## src/rtl/uart_loader.sv

```systemverilog
// Packet loader behind uart_rx: parses sync/CMD/ADDR/LEN/DATA frames, writes words to program memory, gates CPU reset.
// Define UART_LOADER_CSUM_EN to expect and verify a trailing XOR checksum byte.
module uart_loader #(
    parameter int ADDR_W  = 12,
    parameter int TIMEOUT = 1000000
) (
    input  logic              clk,
    input  logic              reset_n,
    input  logic [7:0]        rx_data,
    input  logic              rx_ready,
    output logic              mem_we,
    output logic [ADDR_W-1:0] mem_addr,
    output logic [31:0]       mem_wdata,
    output logic              cpu_hold,
    output logic              done,
    output logic              error,
    output logic              busy
);
    localparam int               CNT_W     = $clog2(TIMEOUT + 1);
    localparam logic [CNT_W-1:0] CNT_LAST  = CNT_W'(TIMEOUT - 1);
    localparam logic [7:0]       SYNC_BYTE = 8'hA5;
    localparam logic [7:0]       CMD_WRITE = 8'h01;
    localparam logic [7:0]       CMD_RUN   = 8'h02;

    typedef enum logic [2:0] {
        S_IDLE   = 3'd0,
        S_CMD    = 3'd1,
        S_ADDR_L = 3'd2,
        S_ADDR_H = 3'd3,
        S_LEN    = 3'd4,
        S_DATA   = 3'd5
`ifdef UART_LOADER_CSUM_EN
        ,S_CSUM  = 3'd6
`endif
    } state_t;

    // Where a packet goes once its payload is complete.
`ifdef UART_LOADER_CSUM_EN
    localparam state_t S_TAIL = S_CSUM;
`else
    localparam state_t S_TAIL = S_IDLE;
`endif

    function automatic logic [7:0] csum_step(input logic [7:0] acc, input logic [7:0] b);
        return acc ^ b;
    endfunction

    state_t             state_r;
    state_t             state_nx_s;
    logic               cmd_run_r;
    logic [7:0]         addr_lo_r;
    logic [ADDR_W-1:0]  addr_r;
    logic [8:0]         word_cnt_r;
    logic [1:0]         byte_cnt_r;
    logic [23:0]        shift_r;
    logic [CNT_W-1:0]   idle_cnt_r;
`ifdef UART_LOADER_CSUM_EN
    logic [7:0]         csum_r;
`endif

    logic               timeout_s;
    logic               cmd_ok_s;
    logic               word_last_s;
    logic               pkt_last_s;
    logic               mem_we_s;
    logic [ADDR_W-1:0]  mem_addr_s;
    logic [31:0]        mem_wdata_s;
    logic               cpu_hold_s;
    logic               done_s;
    logic               error_s;
    logic               busy_s;

    // A timeout can only fire on a cycle without a byte, so a late byte always wins.
    assign timeout_s   = (state_r != S_IDLE) && !rx_ready && (idle_cnt_r == CNT_LAST);
    assign cmd_ok_s    = (rx_data == CMD_WRITE) || (rx_data == CMD_RUN);
    assign word_last_s = (byte_cnt_r == 2'd3);
    assign pkt_last_s  = word_last_s && (word_cnt_r == 9'd1);

    // State register.
    always_ff @(posedge clk or negedge reset_n) begin
        if (!reset_n) begin
            state_r <= S_IDLE;
        end else begin
            state_r <= state_nx_s;
        end
    end

    // Next-state selection; every transition is gated by a received byte except the timeout.
    always_comb begin
        state_nx_s = state_r;
        if (timeout_s) begin
            state_nx_s = S_IDLE;
        end else if (rx_ready) begin
            case (state_r)
                S_IDLE:   state_nx_s = (rx_data == SYNC_BYTE) ? S_CMD : S_IDLE;
                S_CMD:    state_nx_s = cmd_ok_s ? S_ADDR_L : S_IDLE;
                S_ADDR_L: state_nx_s = S_ADDR_H;
                S_ADDR_H: state_nx_s = S_LEN;
                S_LEN:    state_nx_s = cmd_run_r ? S_TAIL : S_DATA;
                S_DATA:   state_nx_s = pkt_last_s ? S_TAIL : S_DATA;
`ifdef UART_LOADER_CSUM_EN
                S_CSUM:   state_nx_s = S_IDLE;
`endif
                default:  state_nx_s = S_IDLE;
            endcase
        end else begin
            state_nx_s = state_r;
        end
    end

    // Next values of the registered outputs.
    always_comb begin
        mem_we_s    = 1'b0;
        mem_addr_s  = mem_addr;
        mem_wdata_s = mem_wdata;
        cpu_hold_s  = cpu_hold;
        done_s      = 1'b0;
        error_s     = error;
        busy_s      = (state_nx_s != S_IDLE);
        if (timeout_s) begin
            error_s = 1'b1;
        end else if (rx_ready) begin
            case (state_r)
                S_IDLE: begin
                    if (rx_data == SYNC_BYTE) error_s = 1'b0;
                    else                      error_s = error;
                end
                S_CMD: begin
                    if (!cmd_ok_s) error_s = 1'b1;
                    else           error_s = error;
                end
                S_LEN: begin
                    if (!cmd_run_r) begin
                        cpu_hold_s = 1'b1;
                    end else begin
`ifdef UART_LOADER_CSUM_EN
                        cpu_hold_s = cpu_hold;
`else
                        cpu_hold_s = 1'b0;
                        done_s     = 1'b1;
`endif
                    end
                end
                S_DATA: begin
                    if (word_last_s) begin
                        mem_we_s    = 1'b1;
                        mem_addr_s  = addr_r;
                        mem_wdata_s = {rx_data, shift_r};
`ifndef UART_LOADER_CSUM_EN
                        done_s      = pkt_last_s;
`endif
                    end else begin
                        mem_we_s    = 1'b0;
                    end
                end
`ifdef UART_LOADER_CSUM_EN
                S_CSUM: begin
                    if (rx_data == csum_r) begin
                        done_s = 1'b1;
                        if (cmd_run_r) cpu_hold_s = 1'b0;
                        else           cpu_hold_s = cpu_hold;
                    end else begin
                        error_s = 1'b1;
                    end
                end
`endif
                default: done_s = 1'b0;
            endcase
        end else begin
            done_s = 1'b0;
        end
    end

    // Packet datapath: command, address, word/byte counters, word assembly and idle counter.
    always_ff @(posedge clk or negedge reset_n) begin
        if (!reset_n) begin
            cmd_run_r  <= 1'b0;
            addr_lo_r  <= 8'h00;
            addr_r     <= {ADDR_W{1'b0}};
            word_cnt_r <= 9'd0;
            byte_cnt_r <= 2'd0;
            shift_r    <= 24'h000000;
            idle_cnt_r <= {CNT_W{1'b0}};
        end else begin
            if ((state_r == S_IDLE) || rx_ready || timeout_s) begin
                idle_cnt_r <= {CNT_W{1'b0}};
            end else begin
                idle_cnt_r <= idle_cnt_r + CNT_W'(1);
            end
            if (rx_ready) begin
                case (state_r)
                    S_CMD:    cmd_run_r <= (rx_data == CMD_RUN);
                    S_ADDR_L: addr_lo_r <= rx_data;
                    S_ADDR_H: addr_r    <= ADDR_W'({rx_data, addr_lo_r});
                    S_LEN: begin
                        word_cnt_r <= {(rx_data == 8'h00), rx_data};
                        byte_cnt_r <= 2'd0;
                    end
                    S_DATA: begin
                        shift_r    <= {rx_data, shift_r[23:8]};
                        byte_cnt_r <= byte_cnt_r + 2'd1;
                        if (word_last_s) begin
                            word_cnt_r <= word_cnt_r - 9'd1;
                            addr_r     <= addr_r + ADDR_W'(1);
                        end
                    end
                    default: cmd_run_r <= cmd_run_r;
                endcase
            end
        end
    end

`ifdef UART_LOADER_CSUM_EN
    // Running XOR of every byte after sync; the CMD byte restarts it.
    always_ff @(posedge clk or negedge reset_n) begin
        if (!reset_n) begin
            csum_r <= 8'h00;
        end else if (rx_ready) begin
            if (state_r == S_CMD) csum_r <= rx_data;
            else                  csum_r <= csum_step(csum_r, rx_data);
        end
    end
`endif

    // Output registers.
    always_ff @(posedge clk or negedge reset_n) begin
        if (!reset_n) begin
            mem_we    <= 1'b0;
            mem_addr  <= {ADDR_W{1'b0}};
            mem_wdata <= 32'h0000_0000;
            cpu_hold  <= 1'b1;
            done      <= 1'b0;
            error     <= 1'b0;
            busy      <= 1'b0;
        end else begin
            mem_we    <= mem_we_s;
            mem_addr  <= mem_addr_s;
            mem_wdata <= mem_wdata_s;
            cpu_hold  <= cpu_hold_s;
            done      <= done_s;
            error     <= error_s;
            busy      <= busy_s;
        end
    end

endmodule

```

## config.mk

```make
export PLATFORM = sky130hd
export DESIGN_NAME = uart_loader
export DESIGN_NICKNAME = d
export VERILOG_FILES = /design/src/rtl/uart_loader.sv
export SDC_FILE = /design/constraint.sdc
export NUM_CORES = 1
export LEC_CHECK = 0
export BUFFER_PORTS_ARGS = -buffer_cell sky130_fd_sc_hd__buf_2
export CORE_MARGIN = 2
export CORE_UTILIZATION = 58
export DETAILED_ROUTE_END_ITERATION = 7
export HOLD_SLACK_MARGIN = 0.06
export PLACE_DENSITY = 0.79
export SLEW_MARGIN = 20
export SYNTH_ARGS = -nofsm -noshare
export SYNTH_HDL_FRONTEND = slang
export SYNTH_SLANG_ARGS = --single-unit
```

## constraint.sdc

```tcl
create_clock -name clk -period 3.2 [get_ports clk]
set_clock_uncertainty 0.15 [all_clocks]
set_input_delay 0.32 -clock clk [delete_from_list [all_inputs] [get_ports clk]]
set_output_delay 0.32 -clock clk [all_outputs]
set_load 0.005 [all_outputs]
```

After elaboration in Yosys (flattened, before gate mapping)

Cells that the tools add are included.

Add/subtract/negate cells: 4
Equal/unequal tests: 14
Bitwise operators: 1
Mux-type cells: 28
Reduce and logical (&&, ||, !) cells: 24

Operators by type and width:

| cell                  | count |
|---|---|
| $pmux 12 s2           | 1 |
| $add 20x1->20 const B | 1 |
| $eq 20x20->1 const B  | 1 |
| $mux 20               | 1 |
| $pmux 3 s6            | 1 |
| $pmux 9 s2            | 1 |
| $mux 1                | 14 |
| $add 12x1->12 const B | 1 |
| $mux 12               | 1 |
| $mux 3                | 4 |
| $eq 9x1->1 const B    | 1 |
| $mux 9                | 1 |
| $reduce_and 3->1      | 3 |
| $reduce_bool 3->1     | 3 |
| $sub 9x1->9 const B   | 1 |
| $eq 8x1->1 const B    | 1 |
| $eq 8x2->1 const B    | 1 |
| $eq 8x8->1 const B    | 1 |
| $logic_not 8->1       | 1 |
| $reduce_and 2->1      | 4 |
| $reduce_and 4->1      | 2 |
| $eq 3x2->1 const B    | 2 |
| $eq 3x3->1 const B    | 2 |
| $ne 3x3->1 const B    | 2 |
| other kinds (13)      | 20 |

Input bits: 11
Word-level logic and storage cells: 86
Output and inout bits: 49
Register bits: 128

Longest topological paths before layout

Gate-level depths: netlist of the first run.

Depth after elaboration: 7
Gate-level depth with buffers: 8
Gate-level depth less buffers: 7

Worst setup path after synthesis of the first run

No wires, ideal clock.

Path kind: register -> register
Start point: reg idle_cnt_r[7]
End point: reg busy
Setup slack: 0.900 ns
Stages on the path, launching flop included: 6
Data required time: 2.919 ns
Arrival: 2.019 ns
Clock period less this slack: 2.300 ns
Path buffers: 0
Cell sequence: dfrtp_1 or4_4 nor4_4 a31oi_1 a221o_1 or3_1

Cells in the longest elaborated chain, start to end: 4

Ends and longest elaborated chain:

| element                | RTL line | source |
|---|---|---|
| from (decl)            | 56       | `logic [CNT_W-1:0] idle_cnt_r;` |
| from (signal assigned) | 183      | `idle_cnt_r <= {CNT_W{1'b0}};` |
| from (signal assigned) | 186      | `idle_cnt_r <= {CNT_W{1'b0}};` |
| from (signal assigned) | 188      | `idle_cnt_r <= idle_cnt_r + CNT_W'(1);` |
| $eq 20x20->1           | 74       | `assign timeout_s = (state_r != S_IDLE) && !rx_ready && (idle_cnt_r == CNT_LAST);` |
| $logic_and 1x1->1      | 74       |  |
| $mux 3                 | 91       | `if (timeout_s) begin` |
| net state_nx_s[1]      | 49       | `state_t state_nx_s;` |
| $reduce_bool 3->1      | 119      | `busy_s = (state_nx_s != S_IDLE);` |
| net busy_s             | 71       | `logic busy_s;` |
| to (signal assigned)   | 242      | `busy <= busy_s;` |
| to (decl)              | 17       | `output logic busy` |

The timed path passes the listed nets, and every way through them passes these cells.
A chain may end at the register's enable or synchronous reset.

Final worst setup path of the first run

Ends and elaborated chain as after synthesis.

==> metrics.cfg, run 1 <==
[pwr]
p_leak_nw=3.294
power_density_nw_per_um2=726.4
ir_drop_mv=0.4014

[layout]
nets=571
final_util=0.7277
syn2layout_area_growth_pct=21.01
final_common_cell=dfrtp_1
instances_no_fill=697
antenna_cells=0
drive_gt1_frac=0.3169
final_cell_mix=dfrtp_1 (127), mux2_2 (75), buf_2 (58), nor2_1 (46), nand2_1 (30)

[worst_setup_path]
rr_worst_depth=5
crit_slowest_cell=or4_4
r2r_end=busy$_DFF_PN0_
required_ns=3.45
crit_type=reg -> reg
path_depth=5
timing.critical_path.max_delay_family=simple AND/OR/NAND/NOR gates
r2r-start=idle_cnt_r[7]$_DFF_PN0_
setup.worst_path.start_class=flop
cpPeakStageDelay_ns=0.57
path_max_fanout=6
crit_start=idle_cnt_r[7]$_DFF_PN0_
end_kind=flop
endpoint=busy$_DFF_PN0_
crit_arrival_ns=2.70
critPathBufInv=0
r2r_slack_ns=0.75
crit_chain=or4_4 -> nor4_4 -> a31oi_1 -> a221o_1 -> or3_1

[grt]
grt_pass1_vias=4006
grt_pass1_wl_um=19750
grt_use_total=0.2466
antenna_found_initial=0
grt_max_degree=59
gr-total-overflow=0

[logic_synthesis]
ys_seq_area_frac=0.5713
synth.cell_area_um2=5609
syn_area_per_cell_um2=11.71
synthesis.nets=495
synthCells=479
synth_area_leader_cell=dfrtp_1
ys_seq_elements=128
synth_top_cell_area_share=0.5666
synth_top_flop_cell=dfrtp_1
synthArstFlopShare=1.000
synth_area_leaders=dfrtp_1 (57%), mux2_2 (15%), nor2_1 (3.1%)
yosys_warnings=0
yosysUniqueCellTypes=50
synth_edf_count=0

[sta]
period_share=0.7652
setup-tns-final_ns=0
tightest_slew_ns=0.8614
min_period_ns=2.449
max_clock_freq_mhz=408.4
final-setup-viol-count=0
slew_headroom=0.4236
hold_viol_final=0
slew_viol_final=0
rsz0062_at_grt=no

[clock_tree]
cts.clk_slew.worst_paths_ns=0.06
clock_path_buffers=2
cts-root-buf=clkbuf_8
clk_latency_ns=0.52
cts_tree=built
cts_inserted_buffers=17
cts-resized-gates=0
post_cts_buffers=0
cts_sinks=128
h-tree-depth=4

[routing]
remaining_drc_errors=0
drt_wl_total_um=11930
viasPerCell=5.798
drt-initial-drc-count=270
vias=4041
firstDrtPassIters=5
wire_per_inst_um=17.11
postRouteAntennaNets=0

[floorplan]
die_area_um2=10470
dieWidth_um=102.3
ioPinCount=60
start_util=0.6013
rows=35
chipHeight_um=102.3
coreArea_um2=9328

[placement]
gp_congestion=0.8707
dp_cells=654
portBuffers=59
hpwl_um=7720

[hold_path]
hold_path.class=in -> async

[flow_run]
drv_cap=0

[outcome]
status=finished, final reports clean

-- worst min-delay path by stage --
stage	slack (ns)	endpoint	startpoint
CTS	0.18	mem_wdata[1]$_DFFE_PN0P_	reset_n
global route	0.24	shift_r[1]$_DFFE_PN0P_	reset_n
global placement	0.19	mem_wdata[4]$_DFFE_PN0P_	reset_n
finish	0.18	mem_wdata[1]$_DFFE_PN0P_	reset_n
floorplan	-0.13	addr_lo_r[0]$_DFFE_PN0P_	reset_n
detailed placement	0.19	mem_wdata[1]$_DFFE_PN0P_	reset_n
-- per-layer routing --
layer / GRT usage / share of wire / vias up
li1: - / - / 1874
met1: 0.3243 / 0.42 / 2022
met2: 0.4069 / 0.51 / 129
met3: 0.06019 / 0.055 / 16
met4: 0.08000 / 0.013 / 0
met5: 0 / 0 / -
-- power breakdown --
group          internal (W)  switching, W
clock               0.00121      0.000762
sequential          0.00191      0.000286
combinational      0.000359      0.000400
-- flip-flops by register name, summed over array words and instances (netlist names) --
name,flops
error,1
cmd_run_r,1
cpu_hold,1
addr_lo_r,8
state_r,3
mem_we,1
done,1
idle_cnt_r,20
shift_r,24
mem_wdata,32
mem_addr,12
byte_cnt_r,2
word_cnt_r,9
addr_r,12
busy,1
-- Yosys cell counts, types with 3 or more instances --
master    number
dfrtp_1      127
mux2_2        75
nor2_1        47
nand2_1       30
a21oi_1       22
o21ai_0       20
clkbuf_1      17
nand3_1       16
xor2_1        12
nor3_1         9
or3_1          8
xnor2_1        7
a31oi_1        6
inv_1          6
buf_2          5
ha_1           5
nand4_1        5
nor4_1         5
and3_1         4
o21a_1         4
o21bai_1       4
o22ai_1        4
nand2b_1       3
nor2b_1        3
o22a_1         3
-- logic make-up (layout without fill, tap and decap cells) --
group,after synthesis,in the layout,share of synthesized area
muxes,77,77,0.1544
DFF,128,128,0.5713
xor gates and xnor gates,19,19,0.02967
AOI/OAI and AO/OA,79,79,0.08700
adders and majority gates,5,5,0.01115
buffers and inverters,28,117,0.01985
and+or+nand+nor,143,143,0.1267
-- stage by stage --
step           total power, W  area, um2  worst slack [ns]  hold WS [ns]
2_1_floorplan        0.002661       5609            0.8998       -0.1256
3_3_place_gp         0.002882       6067            0.8479        0.1872
4_1_cts              0.004956       6788            0.7564        0.1835
3_5_place_dp         0.002942       6067            0.7679        0.1898
6_report             0.004931       6788            0.7514        0.1758
5_1_grt              0.005163       6788            0.6484        0.2399
-- what timing repair did --
action / in CTS / in global routing
endpoints found under the hold margin: 71 / 0
hold buffers: 11 / 0
setup endpoints to repair: 0 / 0
-- layout make-up --
cell class | count | area, um2
Sequential cell | 128 | 3204
Fill cell | 613 | 2540
Multi-Input combinational cell | 323 | 2301
Timing Repair Buffer | 79 | 488.0
Clock buffer | 17 | 414.1
Clock inverter | 15 | 196.4
Tap cell | 129 | 161.4
Inverter | 6 | 22.52
(Power assumes the default switching activity.)
==> run 2: changes to the inputs <==
--- a/config.mk
+++ b/config.mk
@@ -7,10 +7,10 @@
 export LEC_CHECK = 0
 export BUFFER_PORTS_ARGS = -buffer_cell sky130_fd_sc_hd__buf_2
 export CORE_MARGIN = 2
-export CORE_UTILIZATION = 58
+export CORE_UTILIZATION = 53
 export DETAILED_ROUTE_END_ITERATION = 7
 export HOLD_SLACK_MARGIN = 0.06
-export PLACE_DENSITY = 0.79
+export PLACE_DENSITY = 0.76
 export SLEW_MARGIN = 20
 export SYNTH_ARGS = -nofsm -noshare
 export SYNTH_HDL_FRONTEND = slang
==> constraint.sdc (replaced) <==
create_clock -name clk -period 2.1 [get_ports clk]
set_clock_uncertainty 0.15 [all_clocks]
set_input_delay 0.21 -clock clk [delete_from_list [all_inputs] [get_ports clk]]
set_output_delay 0.21 -clock clk [all_outputs]
set_load 0.005 [all_outputs]
==> metrics.cfg, run 2 (synthesis results as in run 1) <==
[pwr]
p_leak_nw=3.439  ; +4.4%
power_density_nw_per_um2=1063  ; +46%
clock_power_share=0.360  ; -0.041
internal-power_w=0.005235  ; +50%
seqPwrFrac=0.442  ; -0.003
ir_drop_mv=0.5539  ; +38%
combinationalPowerShare=0.199  ; +0.045
p_sw_frac=0.3009  ; +0.007292
power_switching_w=0.002254  ; +56%

[layout]
instances_no_fill=730  ; +4.7%
nets=598  ; +4.7%
final_common_cell=dfrtp_1
antenna_cells=0  ; unchanged
syn2layout_area_growth_pct=25.65
regMostFlops=mem_wdata
drive_gt1_frac=0.3552  ; +0.03832
final_util=0.6858  ; -0.04192
design_area_um2=7048  ; +3.8%
largest_reg_flops=32  ; unchanged
final_cell_mix=dfrtp_1 (127), mux2_2 (75), buf_2 (58), nor2_1 (46), buf_4 (30)
top_regs=mem_wdata (32), shift_r (24), idle_cnt_r (20)

[worst_setup_path]
cpPeakStageDelay_ns=0.55  ; -0.02 ns
crit_slowest_cell=or4_4
required_ns=2.34  ; -1.11 ns
path_max_fanout=4  ; -2
end_kind=flop
critPathBufInv=0  ; unchanged
crit_chain=or4_4 -> nor4_4 -> a31oi_2 -> a211o_1 -> or3_1
crit_type=reg -> reg
timing.critical_path.max_delay_family=simple AND/OR/NAND/NOR gates
crit_arrival_ns=2.53  ; -0.17 ns
setup.worst_path.start_class=flop

[sta]
max_clock_freq_mhz=436.6  ; +6.9%
slew_viol_final=0  ; unchanged
period_share=1.091  ; +0.3256
min_period_ns=2.291  ; -0.1579 ns
rsz0062_at_grt=yes
hold_viol_final=0  ; unchanged
final-setup-viol-count=1  ; +1
tightest_slew_ns=0.9765  ; +0.1150 ns
slew_headroom=0.3469  ; -0.07672
setup_ws_ns=-0.1907  ; -0.9421 ns

[grt]
grt_pass1_wl_um=21090  ; +6.8%
gr-total-overflow=0  ; unchanged
grt_use_total=0.2371  ; -0.009479
antenna_found_initial=0  ; unchanged
grt_max_degree=51  ; -14%
grt_pass1_vias=4266  ; +6.5%

[floorplan]
dieWidth_um=106.9  ; +4.4%
ioPinCount=60  ; unchanged
die_area_um2=11420  ; +9.1%
start_util=0.5458  ; -0.05557
chipHeight_um=106.9  ; +4.4%
coreArea_um2=10280  ; +10%
rows=37  ; +5.7%

[outcome]
violations=setup timing
status=complete, but fails checks

[routing]
viasPerCell=5.664  ; -2.3%
firstDrtPassIters=5  ; unchanged
wire_per_inst_um=17.34  ; +1.3%
vias=4135  ; +2.3%
drt_wl_total_um=12660  ; +6.1%
postRouteAntennaNets=0  ; unchanged
drt-initial-drc-count=285  ; +5.6%
remaining_drc_errors=0  ; unchanged

[placement]
placed_cell_area_um2=6336  ; +4.4%
portBuffers=59  ; unchanged
gp_congestion=0.8435  ; -3.1%
hpwl_um=8382  ; +8.6%
dp_cells=686  ; +4.9%

[clock_tree]
cts_inserted_buffers=17  ; unchanged
h-tree-depth=4  ; unchanged
clock_path_buffers=2  ; unchanged
cts_sinks=128  ; unchanged
cts_tree=built
clk_latency_ns=0.51  ; about the same
cts.clk_slew.worst_paths_ns=0.06  ; about the same
cts-root-buf=clkbuf_8

[hold_path]
hold_path.class=in -> async

[flow_run]
drv_cap=0  ; unchanged

==> run 2: final cells by class <==
cell class                      instances  area, um2
Clock buffer                           17      414.1
Timing Repair Buffer                  106      773.2
Sequential cell                       128       3204
Fill cell                             733       3229
Tap cell                              136      170.2
Inverter                                6      22.52
Clock inverter                         14      132.6
Multi-Input combinational cell        323       2331
==> run 2: timing repair <==
item | 4_1_cts | 5_1_grt
hold buffers | 11 | 0
gates resized for setup | 3 | 2
setup endpoints to repair | 19 | 20
hold endpoints to repair | 167 | 0
setup buffers | 1 | 0
pin swaps | 2 | 0
cloned | 1 | 0
==> run 2: path summary, 6_finish.rpt <==
kind	cells after the start	slack, ns	end	startpoint
max	5	-0.19	busy$_DFF_PN0_	idle_cnt_r[7]$_DFF_PN0_
min	3	0.10	mem_we$_DFF_PN0_	reset_n
max reg2reg	5	-0.19	busy$_DFF_PN0_	idle_cnt_r[7]$_DFF_PN0_
min reg2reg	1	0.35	mem_wdata[4]$_DFFE_PN0P_	mem_wdata[4]$_DFFE_PN0P_
max in group asynchronous	3	0.32	shift_r[6]$_DFFE_PN0P_	reset_n
min in group clk	1	0.35	mem_wdata[4]$_DFFE_PN0P_	mem_wdata[4]$_DFFE_PN0P_
==> run 2: routing by layer <==
metal | global-route usage | vias up | routed length [um]
li1 | - | 1922 | -
met1 | 0.3219 | 2055 | 5665
met2 | 0.3858 | 139 | 6156
met3 | 0.05228 | 19 | 635
met4 | 0.06957 | 0 | 201
met5 | 0 | - | 0
==> run 2: worst register-to-register path, delay by kind of cell (launching register included) <==
family | cells | cell delay [ns]
and+or+nand+nor | 3 | 1.17
AOI/OAI and AO/OA | 2 | 0.47
DFF | 1 | 0.38
==> run 2: power by group through the flow <==
stage                     sequential, W  combinational [W]  clock (W)
after floorplan                 0.00322           0.000844          0
after global placement          0.00329            0.00127          0
after detailed placement        0.00333            0.00135          0
after CTS                       0.00329            0.00148    0.00274
after global routing            0.00336            0.00164    0.00286
final                           0.00331            0.00149    0.00269
==> run 2: per-stage QoR <==
stage                     TNS [ns]  setup slack [ns]  hold slack, ns  total power [W]
after global placement     -0.1410           -0.1410        -0.01846         0.004561
after floorplan            -0.1373           -0.1373         -0.2356         0.004059
final                      -0.1907           -0.1907          0.1043         0.007489
after detailed placement   -0.6353           -0.2019       -0.008985         0.004680
after global routing       -0.7495           -0.2583          0.1179         0.007867
after CTS                  -0.1977           -0.1977          0.1047         0.007511
==> run 3: changes to the inputs <==
--- a/config.mk
+++ b/config.mk
@@ -7,10 +7,10 @@
 export LEC_CHECK = 0
 export BUFFER_PORTS_ARGS = -buffer_cell sky130_fd_sc_hd__buf_2
 export CORE_MARGIN = 2
-export CORE_UTILIZATION = 53
+export CORE_UTILIZATION = 58
 export DETAILED_ROUTE_END_ITERATION = 7
 export HOLD_SLACK_MARGIN = 0.06
-export PLACE_DENSITY = 0.76
+export PLACE_DENSITY = 0.79
 export SLEW_MARGIN = 20
 export SYNTH_ARGS = -nofsm -noshare
 export SYNTH_HDL_FRONTEND = slang
==> constraint.sdc (replaced) <==
create_clock -name clk -period 2.4 [get_ports clk]
set_clock_uncertainty 0.15 [all_clocks]
set_input_delay 0.24 -clock clk [delete_from_list [all_inputs] [get_ports clk]]
set_output_delay 0.24 -clock clk [all_outputs]
set_load 0.005 [all_outputs]
==> metrics.cfg, run 3 (synthesis results as in run 1) <==
[outcome]
status=finished, final reports clean

[floorplan]
ioPinCount=60  ; unchanged
die_area_um2=10470  ; -8.3%
dieWidth_um=102.3  ; -4.2%
chipHeight_um=102.3  ; -4.2%
coreArea_um2=9328  ; -9.2%
rows=35  ; -5.4%
start_util=0.6013  ; +0.05557

[grt]
grt_max_degree=84  ; +65%
antenna_found_initial=0  ; unchanged
grt_use_total=0.2490  ; +0.01183
grt_pass1_wl_um=19880  ; -5.7%
grt_pass1_vias=4027  ; -5.6%
gr-total-overflow=0  ; unchanged

[routing]
firstDrtPassIters=5  ; unchanged
drt_wl_total_um=11850  ; -6.4%
wire_per_inst_um=16.88  ; -2.6%
postRouteAntennaNets=0  ; unchanged
viasPerCell=5.755  ; +1.6%
vias=4040  ; -2.3%
drt-initial-drc-count=247  ; -13%
remaining_drc_errors=0  ; unchanged

[placement]
portBuffers=59  ; unchanged
hpwl_um=7434  ; -11%
dp_slack_ns=0.02666  ; +0.2285 ns
placed_cell_area_um2=6117  ; -3.5%
dp_cells=659  ; -3.9%
gp_congestion=0.8436  ; about the same

[layout]
syn2layout_area_growth_pct=22.08
antenna_cells=0  ; unchanged
drive_gt1_frac=0.3281  ; -0.02712
nets=577  ; -3.5%
final_cell_mix=dfrtp_1 (126), mux2_2 (75), buf_2 (58), nor2_1 (46), nand2_1 (30)
top_regs=mem_wdata (32), shift_r (24), idle_cnt_r (20)
design_area_um2=6848  ; -2.8%
regMostFlops=mem_wdata
final_util=0.7341  ; +0.04836
instances_no_fill=702  ; -3.8%
final_common_cell=dfrtp_1
largest_reg_flops=32  ; unchanged

[pwr]
p_leak_nw=3.324  ; -3.3%
power_density_nw_per_um2=953.7  ; -10%
ir_drop_mv=0.5804  ; +4.8%
design_power_total_w=0.006531  ; -13%

[clock_tree]
clk_latency_ns=0.52  ; about the same
cts_inserted_buffers=17  ; unchanged
clock_path_buffers=2  ; unchanged
cts_tree=built
cts.clk_slew.worst_paths_ns=0.06  ; about the same
cts_sinks=128  ; unchanged
cts-root-buf=clkbuf_8
h-tree-depth=4  ; unchanged

[sta]
tightest_slew_ns=0.5357  ; -0.4408 ns
hold_viol_final=0  ; unchanged
max_clock_freq_mhz=419.0  ; -4.0%
min_period_ns=2.387  ; +0.09598 ns
rsz0062_at_grt=yes
period_share=0.9944  ; -0.09636
final-setup-viol-count=0  ; -1
slew_viol_final=0  ; unchanged
setup_ws_ns=0.01336  ; +0.2040 ns
slew_headroom=0.6396  ; +0.2927

[hold_path]
hold_path.class=in -> async

[worst_setup_path]
crit_slowest_cell=or4b_4
crit_arrival_ns=2.63  ; +0.10 ns
end_kind=flop
crit_chain=or4b_4 -> nor4_4 -> a31oi_4 -> a221o_1 -> or3_1
required_ns=2.64  ; +0.30 ns
cpPeakStageDelay_ns=0.56  ; about the same
setup.worst_path.start_class=flop
path_max_fanout=5  ; +1
crit_type=reg -> reg

[flow_run]
drv_cap=0  ; unchanged

[run 3: cell types whose count changed in the layout (fill, tap and decap cells not counted), sizes merged]
cell      previous run  this run
buf                 95        74
clkinv               5         7
bufinv               1         3
inv                 11        10
clkinvlp             3         0
[run 3: worst paths after layout]
check                      slack [ns]                     from  cells past startpoint                       end
max                              0.01  idle_cnt_r[8]$_DFF_PN0_                      5            busy$_DFF_PN0_
max in group asynchronous        1.47                  reset_n                      3  idle_cnt_r[13]$_DFF_PN0_
min reg2reg                      0.31    cmd_run_r$_DFFE_PN0P_                      1      cpu_hold$_DFFE_PN1P_
min in group clk                 0.31    cmd_run_r$_DFFE_PN0P_                      1      cpu_hold$_DFFE_PN1P_
min                              0.15                  reset_n                      3    shift_r[1]$_DFFE_PN0P_
max reg2reg                      0.01  idle_cnt_r[8]$_DFF_PN0_                      5            busy$_DFF_PN0_
[run 3: repair_timing]
| action | 4_1_cts | 5_1_grt |
|---|---|---|
| buffers inserted | 0 | 1 |
| hold endpoints to repair | 162 | 0 |
| resized for setup | 0 | 4 |
| hold buffers | 11 | 0 |
| endpoints found under the setup margin | 0 | 1 |
[run 3: stage by stage]
step | setup TNS (ns) | hold WS [ns]
after global placement | 0 | -0.1095
after global routing | -0.07420 | 0.1944
final | 0 | 0.1473
after CTS | 0 | 0.1646
after floorplan | 0 | -0.2056
after detailed placement | 0 | -0.1111
[run 3: power by group]
group | leakage, nW | switching (W) | internal [W] | total [W]
sequential | 1.73 | 0.000359 | 0.00255 | 0.00291
clock | 0.293 | 0.000976 | 0.00159 | 0.00257
combinational | 1.30 | 0.000555 | 0.000500 | 0.00106
total | 3.32 | 0.00189 | 0.00464 | 0.00653
[run 3: routing by layer]
metal,part of all wire,GRT usage,up-vias
li1,-,-,1881
met1,0.43,0.3346,1983
met2,0.50,0.3952,149
met3,0.059,0.06019,27
met4,0.017,0.09641,0
met5,0,0,-
[run 3: area by class of cell]
type / count / area (um2)
Sequential cell: 128 / 3206
Clock buffer: 17 / 414.1
Clock inverter: 14 / 178.9
Fill cell: 608 / 2480
Timing Repair Buffer: 85 / 545.5
Inverter: 6 / 22.52
Tap cell: 129 / 161.4
Multi-Input combinational cell: 323 / 2320
[run 3: worst max-delay path, delay by kind of cell, from the launching register on]
family	cells	cell delay, ns
AO/OA/AOI/OAI	2	0.51
flip-flops	1	0.41
AND/OR/NAND/NOR	3	1.19
